**config.mk**
```make
export PLATFORM = sky130hd
export DESIGN_NAME = mem_pass_sched
export DESIGN_NICKNAME = d
export VERILOG_FILES = /design/src/rtl/mem_pass_sched.sv
export SDC_FILE = /design/constraint.sdc
export NUM_CORES = 1
export LEC_CHECK = 0
export CELL_PAD_IN_SITES_DETAIL_PLACEMENT = 0
export CELL_PAD_IN_SITES_GLOBAL_PLACEMENT = 1
export CORE_ASPECT_RATIO = 1.25
export CORE_UTILIZATION = 31
export DETAILED_ROUTE_END_ITERATION = 10
export PLACE_DENSITY = 0.76
export SYNTH_ARGS = -nofsm -noshare
export SYNTH_HDL_FRONTEND = slang
export SYNTH_SLANG_ARGS = --single-unit
export TNS_END_PERCENT = 50
```
**constraint.sdc**
```tcl
create_clock -name clk_i -period 3.9 [get_ports clk_i]
set_clock_uncertainty 0.15 [all_clocks]
set_input_delay 0.975 -clock clk_i [delete_from_list [all_inputs] [get_ports clk_i]]
set_output_delay 0.975 -clock clk_i [all_outputs]
set_load 0.02 [all_outputs]
```
**src/rtl/mem_pass_sched.sv**
```systemverilog
// Multi-pass memory test scheduler: walks 0..LAST_ADDR once per pass, writing a pass-dependent pattern.
// Optional readback/compare phase is built when MEMSEQ_READBACK_EN is defined.
module mem_pass_sched #(
    parameter int                ADDR_W     = 15,
    parameter int                DATA_W     = 15,
    parameter logic [ADDR_W-1:0] LAST_ADDR  = '1,
    parameter int                NUM_PASSES = 4
) (
    input  logic              clk_i,
    input  logic              rst_n_i,
    input  logic              start_i,
    input  logic              mem_done_i,
    input  logic [DATA_W-1:0] rd_data_i,
    output logic [ADDR_W-1:0] addr_o,
    output logic [DATA_W-1:0] wdata_o,
    output logic              load_a_o,
    output logic              load_d_o,
    output logic              write_o,
    output logic              read_o,
    output logic [3:0]        pass_o,
    output logic              busy_o,
    output logic              done_o,
    output logic              finish_o,
    output logic              err_o,
    output logic [ADDR_W-1:0] err_addr_o
);

    typedef enum logic [2:0] {
        S_IDLE, S_LOAD_A, S_LOAD_D, S_WRITE, S_RD_A, S_READ, S_PASS_END, S_FINISH
    } state_e;

    state_e            state_q, state_d;
    logic [ADDR_W-1:0] addr_q, addr_d;
    logic [3:0]        pass_q, pass_d;
    logic              err_q, err_d;
    logic [ADDR_W-1:0] err_addr_q, err_addr_d;
    logic              at_last, last_pass;

    assign at_last   = (addr_q == LAST_ADDR);
    assign last_pass = (pass_q == 4'(NUM_PASSES - 1));

    // Odd passes invert the address, every pass adds its index.
    assign wdata_o = (DATA_W'(addr_q) ^ {DATA_W{pass_q[0]}}) + DATA_W'(pass_q);

    assign addr_o     = addr_q;
    assign pass_o     = pass_q;
    assign err_o      = err_q;
    assign err_addr_o = err_addr_q;
    assign busy_o     = (state_q != S_IDLE) && (state_q != S_FINISH);

`ifndef MEMSEQ_READBACK_EN
    logic unused_rd_data;
    assign unused_rd_data = ^rd_data_i;
`endif

    always_ff @(posedge clk_i) begin
        if (!rst_n_i) begin
            state_q    <= S_IDLE;
            addr_q     <= '0;
            pass_q     <= '0;
            err_q      <= 1'b0;
            err_addr_q <= '0;
        end else begin
            state_q    <= state_d;
            addr_q     <= addr_d;
            pass_q     <= pass_d;
            err_q      <= err_d;
            err_addr_q <= err_addr_d;
        end
    end

    always_comb begin
        state_d    = state_q;
        addr_d     = addr_q;
        pass_d     = pass_q;
        err_d      = err_q;
        err_addr_d = err_addr_q;
        load_a_o   = 1'b0;
        load_d_o   = 1'b0;
        write_o    = 1'b0;
        read_o     = 1'b0;
        done_o     = 1'b0;
        finish_o   = 1'b0;
        case (state_q)
            S_IDLE, S_FINISH: begin
                finish_o = (state_q == S_FINISH);
                if (start_i) begin
                    addr_d     = '0;
                    pass_d     = '0;
                    err_d      = 1'b0;
                    err_addr_d = '0;
                    state_d    = S_LOAD_A;
                end
            end
            S_LOAD_A: begin
                load_a_o = 1'b1;
                state_d  = S_LOAD_D;
            end
            S_LOAD_D: begin
                load_d_o = 1'b1;
                state_d  = S_WRITE;
            end
            S_WRITE: begin
                write_o = 1'b1;
                if (mem_done_i) begin
                    if (at_last) begin
                        addr_d = '0;
`ifdef MEMSEQ_READBACK_EN
                        state_d = S_RD_A;
`else
                        state_d = S_PASS_END;
`endif
                    end else begin
                        addr_d  = addr_q + ADDR_W'(1);
                        state_d = S_LOAD_A;
                    end
                end
            end
`ifdef MEMSEQ_READBACK_EN
            S_RD_A: begin
                load_a_o = 1'b1;
                state_d  = S_READ;
            end
            S_READ: begin
                read_o = 1'b1;
                if (mem_done_i) begin
                    // Only the first mismatch of a run is recorded.
                    if ((rd_data_i != wdata_o) && !err_q) begin
                        err_d      = 1'b1;
                        err_addr_d = addr_q;
                    end
                    if (at_last) begin
                        state_d = S_PASS_END;
                    end else begin
                        addr_d  = addr_q + ADDR_W'(1);
                        state_d = S_RD_A;
                    end
                end
            end
`endif
            S_PASS_END: begin
                done_o = 1'b1;
                if (last_pass) begin
                    state_d = S_FINISH;
                end else begin
                    pass_d  = pass_q + 4'd1;
                    addr_d  = '0;
                    state_d = S_LOAD_A;
                end
            end
            default: state_d = S_IDLE;
        endcase
    end

endmodule

```
# Yosys cells after proc, flatten, opt, wreduce, memory -nomap -nowiden
# Index checks and enable logic that the tools add are counted.
# word_totals
ff_bits	22
latchBits	0
ramBits	0
romBits	0
in_bits	19
out_inout_bits	57
word_cells	45
memories	0
# op_classes
addsub	3
mul	0
n_div	0
order_cmp	0
eq_ne	11
shifts	0
muxes	18
bitwise	1
reduce_logical	9
# op_table
cell	count
$mux 15	4
$pmux 15 s3	1
$add 15x1->15 const B	1
$add 15x4->15	1
$eq 15x15->1 const B	1
$pmux 3 s5	1
$xor 15x15->15	1
$mux 3	4
$mux 4	2
$pmux 4 s2	1
$eq 3x2->1 const B	2
$eq 3x3->1 const B	2
$ne 2x2->1 const B	3
$reduce_bool 3->1	2
$mux 1	5
$add 4x1->4 const B	1
$eq 4x2->1 const B	1
$reduce_and 4->1	1
$eq 3x1->1 const B	1
$logic_not 3->1	1
$ne 3x3->1 const B	1
$reduce_and 3->1	1
$reduce_and 2->1	1
$reduce_bool 2->1	1
2 further kinds	2

# Longest topological paths before layout
# Gate-level depths: netlist of the first run.
# depth
ltp_word	4
mapped_depth	10
depth_no_buf	8

# Worst setup path after synthesis of the first run
# OpenSTA, ideal clock, no wires.
# synth_path
path_kind	register -> output
start	reg pass_q[0] (netlist: pass_o[0])
end	out wdata_o[12]
arrival_ns	2.904
required_time_ns	2.775
slack_ns	-0.129
stages_incl_launch_ff	11
path_cell_list	dfxtp_1 -> buf_6 -> clkbuf_1 -> buf_2 -> xor2_1 -> fa_1 -> a21o_1 -> a21oi_2 -> o31a_1 -> o22ai_1 -> xnor2_1
# synth_between
elab_chain_len	2
# synth_lines
element	line_no	rtl
start, declared	34	logic [3:0] pass_q, pass_d;
start signal, assigned	66	pass_q <= pass_d;
$xor 15x15->15	43	assign wdata_o = (DATA_W'(addr_q) ^ {DATA_W{pass_q[0]}}) + DATA_W'(pass_q);
$add 15x4->15 (*)	43	
end, declared	15	output logic [DATA_W-1:0] wdata_o,
# Mark *: on every way between the ends. The rest lies on a longest branch, timed or not.

# Worst setup path after layout of the first run
# layout_path
start	reg addr_q[0] (netlist: addr_o[0])
end	out wdata_o[8]
# layout_between
elab_chain_len	2
# layout_lines
element	line_no	rtl
start, declared	33	logic [ADDR_W-1:0] addr_q, addr_d;
start signal, assigned	65	addr_q <= addr_d;
$xor 15x15->15	43	
$add 15x4->15	43	
# Every way passes these cells.

==> impl_metrics.toml, run 1 <==
[final_layout]
n_antenna_cell = 0
fin_nets = 332
fill_cells = 678
drive_gt1_frac = 0.148
utilization = 0.422
syn_to_final_growth_pct = 31.0

[run_status]
status = "complete, no violations"

[sta]
slew_viol_final = 0
rsz0062_at_grt = "no"
setup_tns_ps = 0
hold_viol = 0
finalCritPeriodShare = 0.966
period_minus_slack_ps = 3770
max-slew-margin-rel = 0.517
setup_violations = 0
worst_slew_pin_slew_ps = 721
holdWs_ps = 398
fmax_mhz = 266

[die]
row_count = 32
chipWidth_um = 73.9
io_pins = 76
coreArea_um2 = 6210
die_h_um = 91.8
initial_utilization = 0.322
die-area_um2 = 6780

[detailed_routing]
drt-initial-drc-count = 99
vias = 1978
drt-wirelength-per-cell_um = 14.0
drcViolationCount = 0
vias_per_cell = 5.07
detail-route-antenna-nets = 0
drt_wl_total_um = 5480
first_pass_iters = 4

[grt]
grt_max_degree = 19
grt_pass1_wl_um = 8880
grt_pass1_vias = 1779
grt_util_all_layers = 0.168
grt-ovfl-total = 0
antenna_found_initial = 0

[min_path]
min_path_type = "flip-flop to flip-flop"
hold_start = "pass_o[3]$_SDFFE_PN0P_"
min_to = "pass_o[3]$_SDFFE_PN0P_"
hold_depth = 1

[clock_tree]
clockBufferDepth = 2
cts_tree = "built"
htree_levels = 1
clkTransAtPathRegs_ps = 90
cts_hold_buf = 0
numCtsBuffers = 3
root_buffer = "clkbuf_8"
cts_sinks = 22
clock_latency_ps = 270

[yosys]
synth-seq-cells = 22
yosys.area_share.simple = 0.275
avgSynthCellArea_um2 = 7.75
async_flop_share = 0
yosysSeqAreaShare = 0.220
synth_edf_count = 0
synth_compound_area_frac = 0.215
synth_commonest_cells = "nor2_1 (23), dfxtp_1 (22), buf_4 (17)"
synthXorXnorAreaFrac = 0.0876
muxShareOfSynthArea = 0.0281
ys_warn_count = 0
synth.most_common_cell = "nor2_1"
synthCells = 258
synth-adder-area-share = 0.0475
synth_area_um2 = 2000
synthTopCellsByArea = "dfxtp_1 (22%), buf_4 (6.4%), xnor2_1 (5.3%), nor2_1 (4.3%), a21oi_1 (4.0%)"
ys_types = 59
synth_top_area_frac = 0.220
yosys.area.top_type = "dfxtp_1"
synth_top_family_by_area = "simple AND/OR/NAND/NOR gates"
synthFlopType = "dfxtp_1"

[setup_path]
path_delay_family = "buffers and inverters"
path_cells = "inv_1 > ha_1 > fa_1 > a21o_1 > a21oi_4 > buf_4 > o21a_1 > nor2_1 > clkdlybuf4s50_1"
r2r_end = "addr_o[9]$_SDFFE_PN0P_"
worstSetupPathType = "flip-flop to primary output"
max_stage_delay_ps = 530
critPathMaxFanout = 6
rrSetupSlack_ps = 1470
cp_slowest_cell = "clkdlybuf4s50_1"
arrival_ps = 2640
worst_setup_path_end_kind = "primary output"
cp_num_buf_inv = 3
required_ps = 2770
r2r_start = "addr_o[1]$_SDFFE_PN0P_"
critPathLaunchType = "flip-flop"
r2r_cells = 7

[pwr]
peakVddDrop_mv = 0.137
cellPowerDensity_nw_per_um2 = 188
p_leak_uw = 0.00115
finalPower_uw = 492

[place]
port_buffers = 43
hpwl_um = 4150
place_congestion = 0.856

[run]
max-cap-violations = 0
-- layout make-up --
class,count,area [um^2],area share
multi-input combinational,210,1410,0.539
timing repair buffer,62,579,0.221
sequential,22,442,0.169
tap,85,106,0.0406
clock buffer,4,55.1,0.0210
inverter,7,26.3,0.0100
-- logic make-up (layout without fill, tap and decap cells) --
logic type,Yosys count,after routing
adders and majority gates,7,7
muxes,5,5
buffers and inverters,42,73
xor gates and xnor gates,20,20
DFF,22,22
AOI/OAI and AO/OA,64,64
and+or+nand+nor,97,97
other,1,17
-- power breakdown --
group          internal, uW  leakage (uW)  switching [uW]  total, uW
combinational          27.9      0.000943            59.9       87.8
sequential              227      0.000178            6.53        234
clock                  90.2     0.0000288            80.5        171
total                   345       0.00115             147        492
-- registers in the layout, summed over array words and instances, names as in the netlist --
register / count
addr_o: 15
pass_o: 4
state_q: 3
-- how the worst max path moves through the flow --
stage,from,endpoint,slack [ps],cells past startpoint
global placement,addr_o[0]$_SDFFE_PN0P_,wdata_o[6],90,10
global route,addr_o[0]$_SDFFE_PN0P_,wdata_o[8],3,9
floorplan,pass_o[0]$_SDFFE_PN0P_,wdata_o[10],50,10
CTS,pass_o[0]$_SDFFE_PN0P_,wdata_o[5],9,9
finish,addr_o[0]$_SDFFE_PN0P_,wdata_o[8],130,9
detailed placement,pass_o[0]$_SDFFE_PN0P_,wdata_o[6],60,9
-- placed cells by master, fill, tap and decap left out, drive strengths merged, types with 7 or more instances in the layout --
cell type      instances
nor2                  23
inv                    7
buf                   19
nand3                  9
xor2                   8
a21oi                 17
xnor2                 12
clkdlybuf4s50         33
nor3                   7
o21ai                 12
conb                  17
dfxtp                 22
nand2                 16
-- per-stage QoR --
| stage | std cells | area (um^2) | setup slack [ps] |
|---|---|---|---|
| 2_1_floorplan | 274 | 2080 | 52.9 |
| 3_3_place_gp | 386 | 2540 | 88.1 |
| 3_5_place_dp | 386 | 2540 | 61.2 |
| 4_1_cts | 390 | 2610 | 8.81 |
| 5_1_grt | 390 | 2620 | 2.99 |
| 6_report | 390 | 2620 | 134 |
-- worst register-to-register path, stage by stage (launching register included) --
cell     delay (ps)
dfxtp_1         420
buf_4           170
ha_1            230
nand4_1         180
nor4_4          390
or2_0           410
nor3_1          100
o221a_2         270
-- timing repair --
item,CTS,global route
setup endpoints to repair,9,5
buffers inserted,0,0
resized for setup,9,5
pin swaps,0,0
-- routing by layer --
metal / up-vias / part of all wire / global-route usage
met5: - / 0 / 0
met4: 0 / 0.014 / 0.0657
met3: 7 / 0.041 / 0.0176
met2: 47 / 0.51 / 0.283
met1: 935 / 0.44 / 0.216
li1: 989 / - / -
Power figures use the tool's default switching activity.
==> run 2: changes to the inputs <==
- CELL_PAD_IN_SITES_DETAIL_PLACEMENT: 0 -> default
- CELL_PAD_IN_SITES_GLOBAL_PLACEMENT: 1 -> default
- CORE_UTILIZATION: 31 -> 40
- PLACE_DENSITY: 0.76 -> 0.7
==> run 2 against run 1 <==
Combinational power shrank 2%; sequential power hardly changed; register-to-register slack improved by 160 ps; routed wire length fell by 8.8%; critical path depth down 2; maximum frequency rose by 0.45%; sequential cell count is the same; critical path type unchanged; critical endpoint is now wdata_o[14]; largest power group unchanged.
==> impl_metrics.toml, run 2 (synthesized netlist as in run 1, its figures left out) <==
[run_status]
status = "complete, no violations"

[die]
coreArea_um2 = 4760
initial_utilization = 0.420
die-area_um2 = 5290
chipWidth_um = 65.3
io_pins = 76
die_h_um = 81.1
row_count = 28

[place]
hpwl_um = 3700
port_buffers = 43
place_congestion = 0.897
dpl.cell_count = 361

[clock_tree]
numCtsBuffers = 3
cts_tree = "built"
clock_latency_ps = 270
clkTransAtPathRegs_ps = 80
clockBufferDepth = 2
cts_sinks = 22
root_buffer = "clkbuf_8"
cts_hold_buf = 0
htree_levels = 1

[grt]
grt_max_degree = 19
grt_pass1_vias = 1754
grt_pass1_wl_um = 8030
grt-ovfl-total = 0
antenna_found_initial = 0
grt_util_all_layers = 0.193

[sta]
rsz0062_at_grt = "no"
max-slew-margin-rel = 0.598
slew_viol_final = 0
finalCritPeriodShare = 0.961
setup_violations = 0
period_minus_slack_ps = 3750
fmax_mhz = 267
worst_slew_pin_slew_ps = 599
hold_viol = 0

[final_layout]
syn_to_final_growth_pct = 31.0
n_antenna_cell = 0
fin_nets = 335
largest_register_ffs = 15
stdcell_count = 368
final_common_cell = "clkdlybuf4s50_1"
drive_gt1_frac = 0.153
layout_common_cells = "clkdlybuf4s50_1 (33), nor2_1 (23), buf_4 (22)"
utilization = 0.550
fill_cells = 480

[setup_path]
arrival_ps = 2620
required_ps = 2770
worstSetupPathType = "flip-flop to primary output"
critPathMaxFanout = 6
r2r_cells = 6
critPathLaunchType = "flip-flop"
worst_setup_path_end_kind = "primary output"

[pwr]
peakVddDrop_mv = 0.199
cellPowerDensity_nw_per_um2 = 204
p_leak_uw = 0.00117

[detailed_routing]
first_pass_iters = 4
vias = 2009
detail-route-antenna-nets = 0
drt-initial-drc-count = 112
drt_wl_total_um = 5000
drcViolationCount = 0
drt-wirelength-per-cell_um = 13.6
vias_per_cell = 5.46

[run]
max-cap-violations = 0

[min_path]
hold_depth = 1
min_path_type = "flip-flop to flip-flop"
## run 2: area by class of cell
type / count / area, um^2 / area share
tap: 60 / 75.1 / 0.0287
multi-input combinational: 210 / 1400 / 0.536
clock inverter: 1 / 30.0 / 0.0115
clock buffer: 3 / 41.3 / 0.0158
timing repair buffer: 65 / 602 / 0.230
inverter: 7 / 26.3 / 0.0100
sequential: 22 / 442 / 0.169
## run 2: power breakdown
group | leakage [uW] | internal, uW | total (uW) | switching (uW)
Clock | 0.0000357 | 137 | 215 | 77.6
Sequential | 0.000178 | 227 | 233 | 6.21
Combinational | 0.000960 | 28.0 | 85.9 | 57.9
Total | 0.00117 | 392 | 534 | 142
## run 2: metal layers
layer  track usage  wire length (um)
met4        0.0826               131
met1         0.240              2190
met5             0                 0
met2         0.333              2490
met3        0.0197               179
## run 2: worst max-delay path, cell delays in order (launching register included)
cell and delay [ps]:
dfxtp_2 390, buf_4 140, or4b_2 580, o22ai_1 170, nor4b_2 260, mux2i_1 320, xnor2_2 140, dlygate4sd2_1 340
## run 2: what timing repair did
action | in CTS | in global routing
endpoints found under the setup margin | 10 | 5
pin swaps | 1 | 1
resized for setup | 8 | 5
endpoints found under the hold margin | 0 | 0
gates cloned | 0 | 0
setup buffers | 0 | 3
## run 2: metrics by stage
stage	instance area (um^2)	power [uW]	setup WS [ps]	setup TNS [ps]	hold slack, ps
finish	2620	534	151	0	409
global route	2620	559	7.81	0	443
CTS	2580	540	-27.6	-27.6	411
detailed placement	2510	323	75.9	0	389
global placement	2510	324	100	0	374
floorplan	2080	312	52.9	0	418
## run 2: final timing paths
kind | startpoint | slack, ps | to
worst max-delay path | pass_o[0]$_SDFFE_PN0P_ | 150 | wdata_o[14]
worst min-delay path | pass_o[3]$_SDFFE_PN0P_ | 410 | pass_o[3]$_SDFFE_PN0P_
worst max register to register | addr_o[5]$_SDFFE_PN0P_ | 1630 | addr_o[9]$_SDFFE_PN0P_
worst min register to register | pass_o[3]$_SDFFE_PN0P_ | 410 | pass_o[3]$_SDFFE_PN0P_
